==> config.mk <==
export PLATFORM = sky130hd
export DESIGN_NAME = fetch_unit
export DESIGN_NICKNAME = d
export VERILOG_FILES = /design/src/rtl/fetch_pkg.sv /design/src/rtl/fetch_fifo.sv /design/src/rtl/fetch_unit.sv
export SDC_FILE = /design/constraint.sdc
export NUM_CORES = 1
export LEC_CHECK = 0
export CAP_MARGIN = 30
export CORE_MARGIN = 1
export CORE_UTILIZATION = 56
export DETAILED_ROUTE_END_ITERATION = 6
export HOLD_SLACK_MARGIN = 0.03
export PLACE_DENSITY = 0.81
export REMOVE_ABC_BUFFERS = 1
export SETUP_SLACK_MARGIN = 0.2
export SYNTH_ARGS = -nofsm -noshare
export SYNTH_HDL_FRONTEND = slang
export SYNTH_SLANG_ARGS = --single-unit
==> constraint.sdc <==
create_clock -name clk -period 8.6 [get_ports clk]
set_input_delay 0.86 -clock clk [delete_from_list [all_inputs] [get_ports clk]]
set_output_delay 0.86 -clock clk [all_outputs]
set_load 0.01 [all_outputs]
==> src/rtl/fetch_pkg.sv <==
// Shared types for the instruction fetch front end: FSM states, buffered
// entry layout and the word-alignment helper.
package fetch_pkg;

    typedef enum logic [1:0] {
        IDLE  = 2'd0,
        FETCH = 2'd1,
        DRAIN = 2'd2
    } fetch_state_enum;

    localparam int INSTR_BYTES = 4;

    typedef struct packed {
        logic [31:0] pc;
        logic [31:0] instr;
    } fetch_entry_t;

    function automatic logic [31:0] align_word(input logic [31:0] addr);
        return {addr[31:2], 2'b00};
    endfunction

endpackage

==> src/rtl/fetch_fifo.sv <==
// Small synchronous FIFO of {pc, instr} entries. Flush wins over push; a
// push and a pop in the same cycle are allowed even when full.
module fetch_fifo
    import fetch_pkg::*;
#(
    parameter int DEPTH = 2,
    localparam int CW = $clog2(DEPTH + 1),
    localparam int AW = $clog2(DEPTH)
) (
    input  logic           clk,
    input  logic           reset_n,
    input  logic           push,
    input  fetch_entry_t   push_data,
    input  logic           pop,
    input  logic           flush,
    output fetch_entry_t   head,
    output logic           empty,
    output logic [CW-1:0]  count
);

    fetch_entry_t mem [DEPTH];

    logic [AW-1:0] wr_ptr_q, wr_ptr_d;
    logic [AW-1:0] rd_ptr_q, rd_ptr_d;
    logic [CW-1:0] count_q, count_d;
    logic          do_push;
    logic          do_pop;

    always_comb begin
        do_pop   = pop && (count_q != '0);
        do_push  = push && !flush;
        wr_ptr_d = wr_ptr_q;
        rd_ptr_d = rd_ptr_q;
        count_d  = count_q;
        if (flush) begin
            wr_ptr_d = '0;
            rd_ptr_d = '0;
            count_d  = '0;
        end else begin
            if (do_push) wr_ptr_d = wr_ptr_q + 1'b1;
            if (do_pop)  rd_ptr_d = rd_ptr_q + 1'b1;
            count_d = count_q + CW'(do_push) - CW'(do_pop);
        end
    end

    always_ff @(posedge clk) begin
        if (!reset_n) begin
            wr_ptr_q <= '0;
            rd_ptr_q <= '0;
            count_q  <= '0;
        end else begin
            wr_ptr_q <= wr_ptr_d;
            rd_ptr_q <= rd_ptr_d;
            count_q  <= count_d;
        end
    end

    // Storage needs no reset: entries are only visible while counted.
    always_ff @(posedge clk) begin
        if (do_push) mem[wr_ptr_q] <= push_data;
    end

    assign head  = mem[rd_ptr_q];
    assign empty = (count_q == '0);
    assign count = count_q;

    assert property (@(posedge clk) disable iff (!reset_n)
        !(do_push && !do_pop && (count_q == CW'(DEPTH))));

endmodule

==> src/rtl/fetch_unit.sv <==
// Instruction fetch front end: credit-limited pipelined imem requests, an
// in-order response buffer, and redirect handling that drops wrong-path words.
module fetch_unit
    import fetch_pkg::*;
#(
    parameter logic [31:0] RESET_PC   = 32'h0000_0000,
    parameter int          FIFO_DEPTH = 2
) (
    input  logic        clk,
    input  logic        reset_n,
    output logic        imem_req_valid,
    input  logic        imem_req_ready,
    output logic [31:0] imem_req_addr,
    input  logic        imem_rsp_valid,
    input  logic [31:0] imem_rsp_data,
    output logic        instr_valid,
    input  logic        instr_ready,
    output logic [31:0] Instr,
    output logic [31:0] instr_pc,
    input  logic        redirect_valid,
    input  logic [31:0] redirect_target
);

    localparam int CW = $clog2(FIFO_DEPTH + 1);

    fetch_state_enum state_q, state_d;
    logic [31:0]     fetch_pc_q, fetch_pc_d;
    logic [31:0]     resp_pc_q, resp_pc_d;
    logic [CW-1:0]   outstanding_q, outstanding_d;
    logic [CW-1:0]   discard_q, discard_d;

    logic [CW-1:0]   fifo_count;
    logic            fifo_empty;
    logic            fifo_push;
    logic            fifo_pop;
    logic            fifo_flush;
    fetch_entry_t    fifo_head;
    fetch_entry_t    fifo_push_data;
    logic            req_fire;
    logic [CW:0]     credits_used;
    logic [31:0]     redirect_pc;

    // In-flight requests plus buffered words may never exceed the buffer size.
    assign credits_used   = {1'b0, outstanding_q} + {1'b0, fifo_count};
    assign imem_req_valid = (state_q != IDLE) && (credits_used < (CW + 1)'(FIFO_DEPTH));
    assign imem_req_addr  = fetch_pc_q;
    assign req_fire       = imem_req_valid && imem_req_ready;
    assign redirect_pc    = align_word(redirect_target);

    assign instr_valid    = !fifo_empty;
    assign Instr          = fifo_empty ? '0 : fifo_head.instr;
    assign instr_pc       = fifo_empty ? '0 : fifo_head.pc;
    assign fifo_pop       = instr_valid && instr_ready;
    assign fifo_push_data = '{pc: resp_pc_q, instr: imem_rsp_data};

    always_comb begin
        fetch_pc_d    = fetch_pc_q;
        resp_pc_d     = resp_pc_q;
        outstanding_d = outstanding_q + CW'(req_fire) - CW'(imem_rsp_valid);
        discard_d     = discard_q;
        fifo_push     = 1'b0;
        fifo_flush    = 1'b0;
        if (redirect_valid) begin
            // Everything still in flight after this edge belongs to the old path.
            fifo_flush = 1'b1;
            fetch_pc_d = redirect_pc;
            resp_pc_d  = redirect_pc;
            discard_d  = outstanding_d;
        end else begin
            if (req_fire) fetch_pc_d = fetch_pc_q + 32'(INSTR_BYTES);
            if (imem_rsp_valid) begin
                if (discard_q != '0) begin
                    discard_d = discard_q - 1'b1;
                end else begin
                    fifo_push = 1'b1;
                    resp_pc_d = resp_pc_q + 32'(INSTR_BYTES);
                end
            end
        end
    end

    always_comb begin
        state_d = state_q;
        unique case (state_q)
            IDLE:    state_d = FETCH;
            FETCH:   state_d = (redirect_valid && (outstanding_d != '0)) ? DRAIN : FETCH;
            DRAIN:   state_d = (discard_d == '0) ? FETCH : DRAIN;
            default: state_d = IDLE;
        endcase
    end

    always_ff @(posedge clk) begin
        if (!reset_n) begin
            state_q       <= IDLE;
            fetch_pc_q    <= RESET_PC;
            resp_pc_q     <= RESET_PC;
            outstanding_q <= '0;
            discard_q     <= '0;
        end else begin
            state_q       <= state_d;
            fetch_pc_q    <= fetch_pc_d;
            resp_pc_q     <= resp_pc_d;
            outstanding_q <= outstanding_d;
            discard_q     <= discard_d;
        end
    end

    fetch_fifo #(
        .DEPTH (FIFO_DEPTH)
    ) u_fifo (
        .clk       (clk),
        .reset_n   (reset_n),
        .push      (fifo_push),
        .push_data (fifo_push_data),
        .pop       (fifo_pop),
        .flush     (fifo_flush),
        .head      (fifo_head),
        .empty     (fifo_empty),
        .count     (fifo_count)
    );

    assert property (@(posedge clk) disable iff (!reset_n)
        imem_rsp_valid |-> (outstanding_q != '0));
    assert property (@(posedge clk) disable iff (!reset_n)
        (outstanding_q <= CW'(FIFO_DEPTH)) && (discard_q <= outstanding_q));

endmodule
## Word level (Yosys, flattened, before mapping)

Memory sizes are Yosys's and may differ from the RTL's. A register that Yosys moved wholly into a read port is not among the register bits.
Cells that the tools add are included.

- Bits in registers: 74
- Latch bits: 0
- Bits in writable memories: 128
- ROM bits: 0
- Input port bits: 70
- Output and inout port bits: 98
- Memories: 1

Memories:

| name | words | bits a word | read ports | clocked after memory_dff | write ports | line | RTL |
|---|---|---|---|---|---|---|---|
| u_fifo.mem | 2 | 64 | 1 | 1 | 1 | fetch_fifo.sv:21 | `fetch_entry_t mem [DEPTH];` |

- Add/sub/neg operators: 10
- Multiply operators: 0
- Div/mod/pow operators: 0
- Order comparisons: 1
- Equal/unequal tests: 3
- Shift operators: 0
- Mux-type cells: 21
- Bitwise operators: 2
- Reduce and logical (&&, ||, !) cells: 21

Operators with widths:

| operator | number |
|---|---|
| $mux W32 | 7 |
| $add A32 B3 Y32 const B | 2 |
| $reduce_bool A2 Y1 | 6 |
| $mux W2 | 5 |
| $mux W1 | 8 |
| $logic_and A1 B1 Y1 | 6 |
| $logic_not A2 Y1 | 3 |
| $pmux W2 S3 | 1 |
| $add A2 B1 Y2 | 2 |
| $reduce_and A2 Y1 | 2 |
| $reduce_or A2 Y1 | 2 |
| $sub A2 B1 Y2 | 2 |
| $add A2 B2 Y3 | 1 |
| $lt A3 B2 Y1 const B | 1 |
| $add A1 B1 Y1 const B | 2 |
| $eq A2 B1 Y1 const B | 1 |
| $eq A2 B2 Y1 const B | 1 |
| $logic_not A1 Y1 | 2 |
| $ne A2 B2 Y1 const B | 1 |
| $not A1 Y1 | 2 |
| $sub A2 B1 Y2 const B | 1 |

## Depth between registers and ports, before layout

- Word-level depth: 10
- Gate-level depth with buffers: 11
- Gate-level depth less buffers: 11

## Modules after synthesis

Synthesis repeated with hierarchy kept, for this count alone.

- Cells, all modules: 693
- Area, all modules: 8887.3 um^2

By module, submodules not included:

| module | instances | cells each | area each (um^2) |
|---|---|---|---|
| fetch_fifo | 1 | 224 | 5167.5 |
| fetch_unit | 1 | 469 | 3719.8 |

## Worst setup path before layout

No wires, ideal clock.

- Path type: input port to flip-flop
- From: input port redirect_valid
- To: memory u_fifo.mem[0][0] (netlist name) (enable)
- Data arrival time: 5.552 ns
- Path slack: 2.490 ns
- Stages on the path: 3
- Path buffers: 2
- Cells stage by stage: clkbuf_1 buf_1 nor3_1

- Word-level cells in the longest chain between the ends: 5
- Elaborated cells on any way between the ends: 6

Ends and longest elaborated chain:

| element | line | RTL |
|---|---|---|
| start: declaration | fetch_unit.sv:20 | `input logic redirect_valid,` |
| $mux W1 | fetch_unit.sv:63 | `if (redirect_valid) begin` |
| $logic_not A1 Y1 | fetch_fifo.sv:31 | `do_push = push && !flush;` |
| $logic_and A1 B1 Y1 * | fetch_fifo.sv:31 |  |
| $mux W1 * | fetch_fifo.sv:60 | `if (do_push) mem[wr_ptr_q] <= push_data;` |
| $mux W1 (not written as such) * | fetch_fifo.sv:60 |  |
| end: declaration | fetch_fifo.sv:21 |  |

Mark *: on every way between the ends. The rest lies on a longest branch, timed or not.

## Worst setup path after layout

- From: register u_fifo.count_q[0] (netlist: u_fifo.count[0])
- To: output port imem_req_valid

- Word-level cells in the longest chain between the ends: 3

Ends and longest elaborated chain:

| element | line | RTL |
|---|---|---|
| start: declaration | fetch_fifo.sv:25 | `logic [CW-1:0] count_q, count_d;` |
| start signal: assignment | fetch_fifo.sv:54 | `count_q <= count_d;` |
| $add A2 B2 Y3 | fetch_unit.sv:44 | `assign credits_used = {1'b0, outstanding_q} + {1'b0, fifo_count};` |
| $lt A3 B2 Y1 | fetch_unit.sv:45 | `assign imem_req_valid = (state_q != IDLE) && (credits_used < (CW + 1)'(FIFO_DEPTH));` |
| $logic_and A1 B1 Y1 | fetch_unit.sv:45 |  |
| end: declaration | fetch_unit.sv:11 | `output logic imem_req_valid,` |

Every way passes these cells.

==> metrics.yaml <==
grt_setup_unrepaired: "false"
fin_worst_skew_ns: 0.0102
p_clk_frac: 0.344
ant_nets: 0
finalCritPeriodShare: 0.390
synth_seq_cells: 195
cap_viol_max_count: 0
whs_path_depth: 0
stdcell_area_um2: 10900
timing.slew.headroom: 0.348
ys_async_sr_fraction: 0
dp_hpwl_um: 12600
grt_overflow_total: 0
r2r_cells: 6
pwr-share-comb: 0.138
grtUsageMet2: 0.387
grt_pass1_wl_um: 30300
maxSlewViolCount: 0
synth_top_flop_cell: "edfxtp_1"
ir_worst_vdd_mv: 0.139
min_period_ns: 3.35
grt_pass1_vias: 6135
outcome: "finished clean"
critPathKind: "flip-flop to output port"
start_kind: "flip-flop"
core_area_um2: 14800
synth-compound-area-share: 0.0893
synth_edf_count: 124
synth_fa_ha_area_frac: 0.0110
ys_types: 49
rr_endpoint: "imem_req_addr[12]"
tns_ns: 0
cts_sinks: 195
setup_violations: 0
synth_area_um2: 8610
top_usage_layer: "met2"
die_x_um: 126
grt_start_max_net_pins: 86
switching_share: 0.243
yosys.area_share.simple: 0.178
critPathSlowestCell: "clkdlybuf4s50_1"
diodes: 0
clockBufferDepth: 2
htreeDepth: 4
cp_cell_sequence: "and2_1 > fa_1 > or2_1 > nor2_1 > clkdlybuf4s50_1"
crit_arrival_ns: 2.49
grt_util_met3: 0.0408
ios: 168
worst-path-buf-inv: 1
avgSynthCellArea_um2: 11.5
synthXorXnorAreaFrac: 0.0231
synthCells: 749
p_seq_frac: 0.518
crit_start: "u_fifo.count[0]"
cp.required_ns: 7.74
grtUsageTotal: 0.243
r2r_slack_ns: 5.68
rows: 44
synth_top_family_by_area: "simple AND/OR/NAND/NOR gates"
cp_top_family: "simple AND/OR/NAND/NOR gates"
crit_path_end_kind: "output port"
placed_cell_area_um2: 10300
power_switching_mw: 0.523
p_int_mw: 1.63
drtIter0Drc: 701
nNetsFinal: 967
place_congestion: 0.938
critPathMaxFanout: 9
syn_to_final_growth_pct: 26.6
routed_wirelength_um: 18900
firstDrtPassIters: 5
power.leakage_nw: 3.56
hp-class: "flip-flop to flip-flop"
post_cts_resized: 0
min_from: "resp_pc_q[30]"
cts_setup_buffers: 0
fmax_ghz: 0.298
grtUsageMet1: 0.336
max_stage_delay_ns: 0.55
clkLatencyLatePin_ns: 0.42
synth.mux.area_fraction: 0.0732
viasPerCell: 5.93
fp.dieH_um: 126
ys_seq_area_frac: 0.597
fillCellCount: 994
path_clk_slew_ns: 0.07
r2r-start: "u_fifo.count[0]"
hold_viol_final: 0
layout-drive-gt1-share: 0.0509
root_buffer: "clkbuf_16"
worst_pin_slew_ns: 0.969
via_count: 6448
cts_tree: "done"
drc: 0
p_per_area_nw_per_um2: 198
holdPathEnd: "u_fifo.mem[1][62]"
cts_hold_buf: 0
io_buffers: 161
ys_warn_count: 0
antenna_found_initial: 0
initial_utilization: 0.584
wl_per_cell_um: 17.4
die_area_um2: 15900
hold-worst-slack_ns: 0.515
cts_inserted_buffers: 17
-- logic make-up after synthesis --
group / Yosys count
muxes: 63
buffers and inverters: 57
AOI/OAI and AO/OA: 121
adders and majority gates: 7
xor gates and xnor gates: 21
DFF: 195
and+or+nand+nor: 284
other: 1
-- power groups by stage --
stage	registers, mW	logic (mW)	clock network, mW
2_1_floorplan	1.13	0.152	0
3_3_place_gp	1.13	0.284	0
3_5_place_dp	1.14	0.294	0
4_1_cts	1.12	0.297	0.752
5_1_grt	1.12	0.323	0.790
6_report	1.12	0.297	0.743
-- worst register-to-register path, cell delays in order (launching register included) --
cell and delay, ns:
dfxtp_1 0.42, and2_1 0.18, fa_1 0.43, or2_1 0.35
or3_1 0.66, or4_1 0.60, a31oi_1 0.20
-- cell type report --
type / instances / area (um^2) / area share
Sequential cell: 195 / 5150 / 0.472
Multi-Input combinational cell: 500 / 3250 / 0.298
Timing Repair Buffer: 169 / 1680 / 0.154
Clock buffer: 24 / 482 / 0.0442
Tap cell: 184 / 230 / 0.0211
Clock inverter: 8 / 77.6 / 0.00712
Inverter: 7 / 26.3 / 0.00241
-- layer usage --
metal | routed length [um] | vias to the layer above
met1 | 8470 | 3049
met4 | 223 | 0
met2 | 8800 | 271
met3 | 1400 | 18
li1 | - | 3110
met5 | 0 | -
-- metrics by stage --
step	power, mW	utilization	worst slack (ns)	cells
3_3_place_gp	1.42	0.700	5.38	1054
3_5_place_dp	1.43	0.701	5.31	1055
5_1_grt	2.24	0.739	5.14	1087
4_1_cts	2.17	0.739	5.23	1087
6_report	2.16	0.739	5.25	1087
2_1_floorplan	1.28	-	2.50	702
-- synthesized netlist by cell type (9+ instances only) --
cell        n  area share
edfxtp_1  124        0.43
nor2_1     93       0.041
dfxtp_1    71        0.17
mux2i_1    63       0.073
o21ai_0    38       0.022
nand2_1    33       0.014
clkbuf_1   32       0.014
a211oi_1   22       0.019
a21oi_1    21       0.012
nor3_1     21       0.012
and4_1     19       0.019
and3_1     18       0.013
nand3_1    18       0.010
nand4_1    15       0.011
nor4_1     15       0.011
a31oi_1    11      0.0080
nor2b_1    10      0.0073
o31ai_1    10      0.0087
or4_1      10      0.0087
xnor2_1    10       0.010
xor2_1     10       0.010
a311oi_1    9      0.0092
buf_1       9      0.0039
-- cells in the final DEF, fill, tap and decap left out, drive strengths merged, types with 2 or more instances in the layout --
cell type / n
clkinv: 3
xor2: 10
clkbuf: 24
a211o: 2
o41a: 2
clkinvlp: 4
and4: 19
or2: 4
a211oi: 22
nor3b: 3
nand4: 17
and3: 18
clkdlybuf4s50: 161
a311oi: 9
nand2: 33
ha: 6
a31oi: 11
a21oi: 21
xnor2: 10
nor2b: 10
nand3: 18
o31ai: 10
nor4b: 2
dfxtp: 71
nor2: 93
edfxtp: 124
nor4: 16
inv: 7
conb: 4
and2: 7
mux2i: 63
nor4bb: 4
nor3: 21
o21ai: 38
a21o: 3
or3: 7
or4: 10
buf: 8
-- worst max-delay path by stage --
stage          cells after the start  slack (ns)                to
6_report                           5        5.25    imem_req_valid
5_1_grt                            5        5.14    imem_req_valid
4_1_cts                            5        5.23    imem_req_valid
3_5_place_dp                       5        5.31     resp_pc_q[16]
3_3_place_gp                       5        5.38     resp_pc_q[16]
2_1_floorplan                      2        2.50  u_fifo.mem[0][0]
-- registers in the layout (all words and copies together) (netlist names), named ones only --
name,flops
u_fifo.mem,124
discard_q,2
resp_pc_q,30
u_fifo.rd_ptr_q,1
u_fifo.wr_ptr_q,1
outstanding_q,2
u_fifo.count,2
state_q,2
imem_req_addr,30
Power figures use the tool's default switching activity.
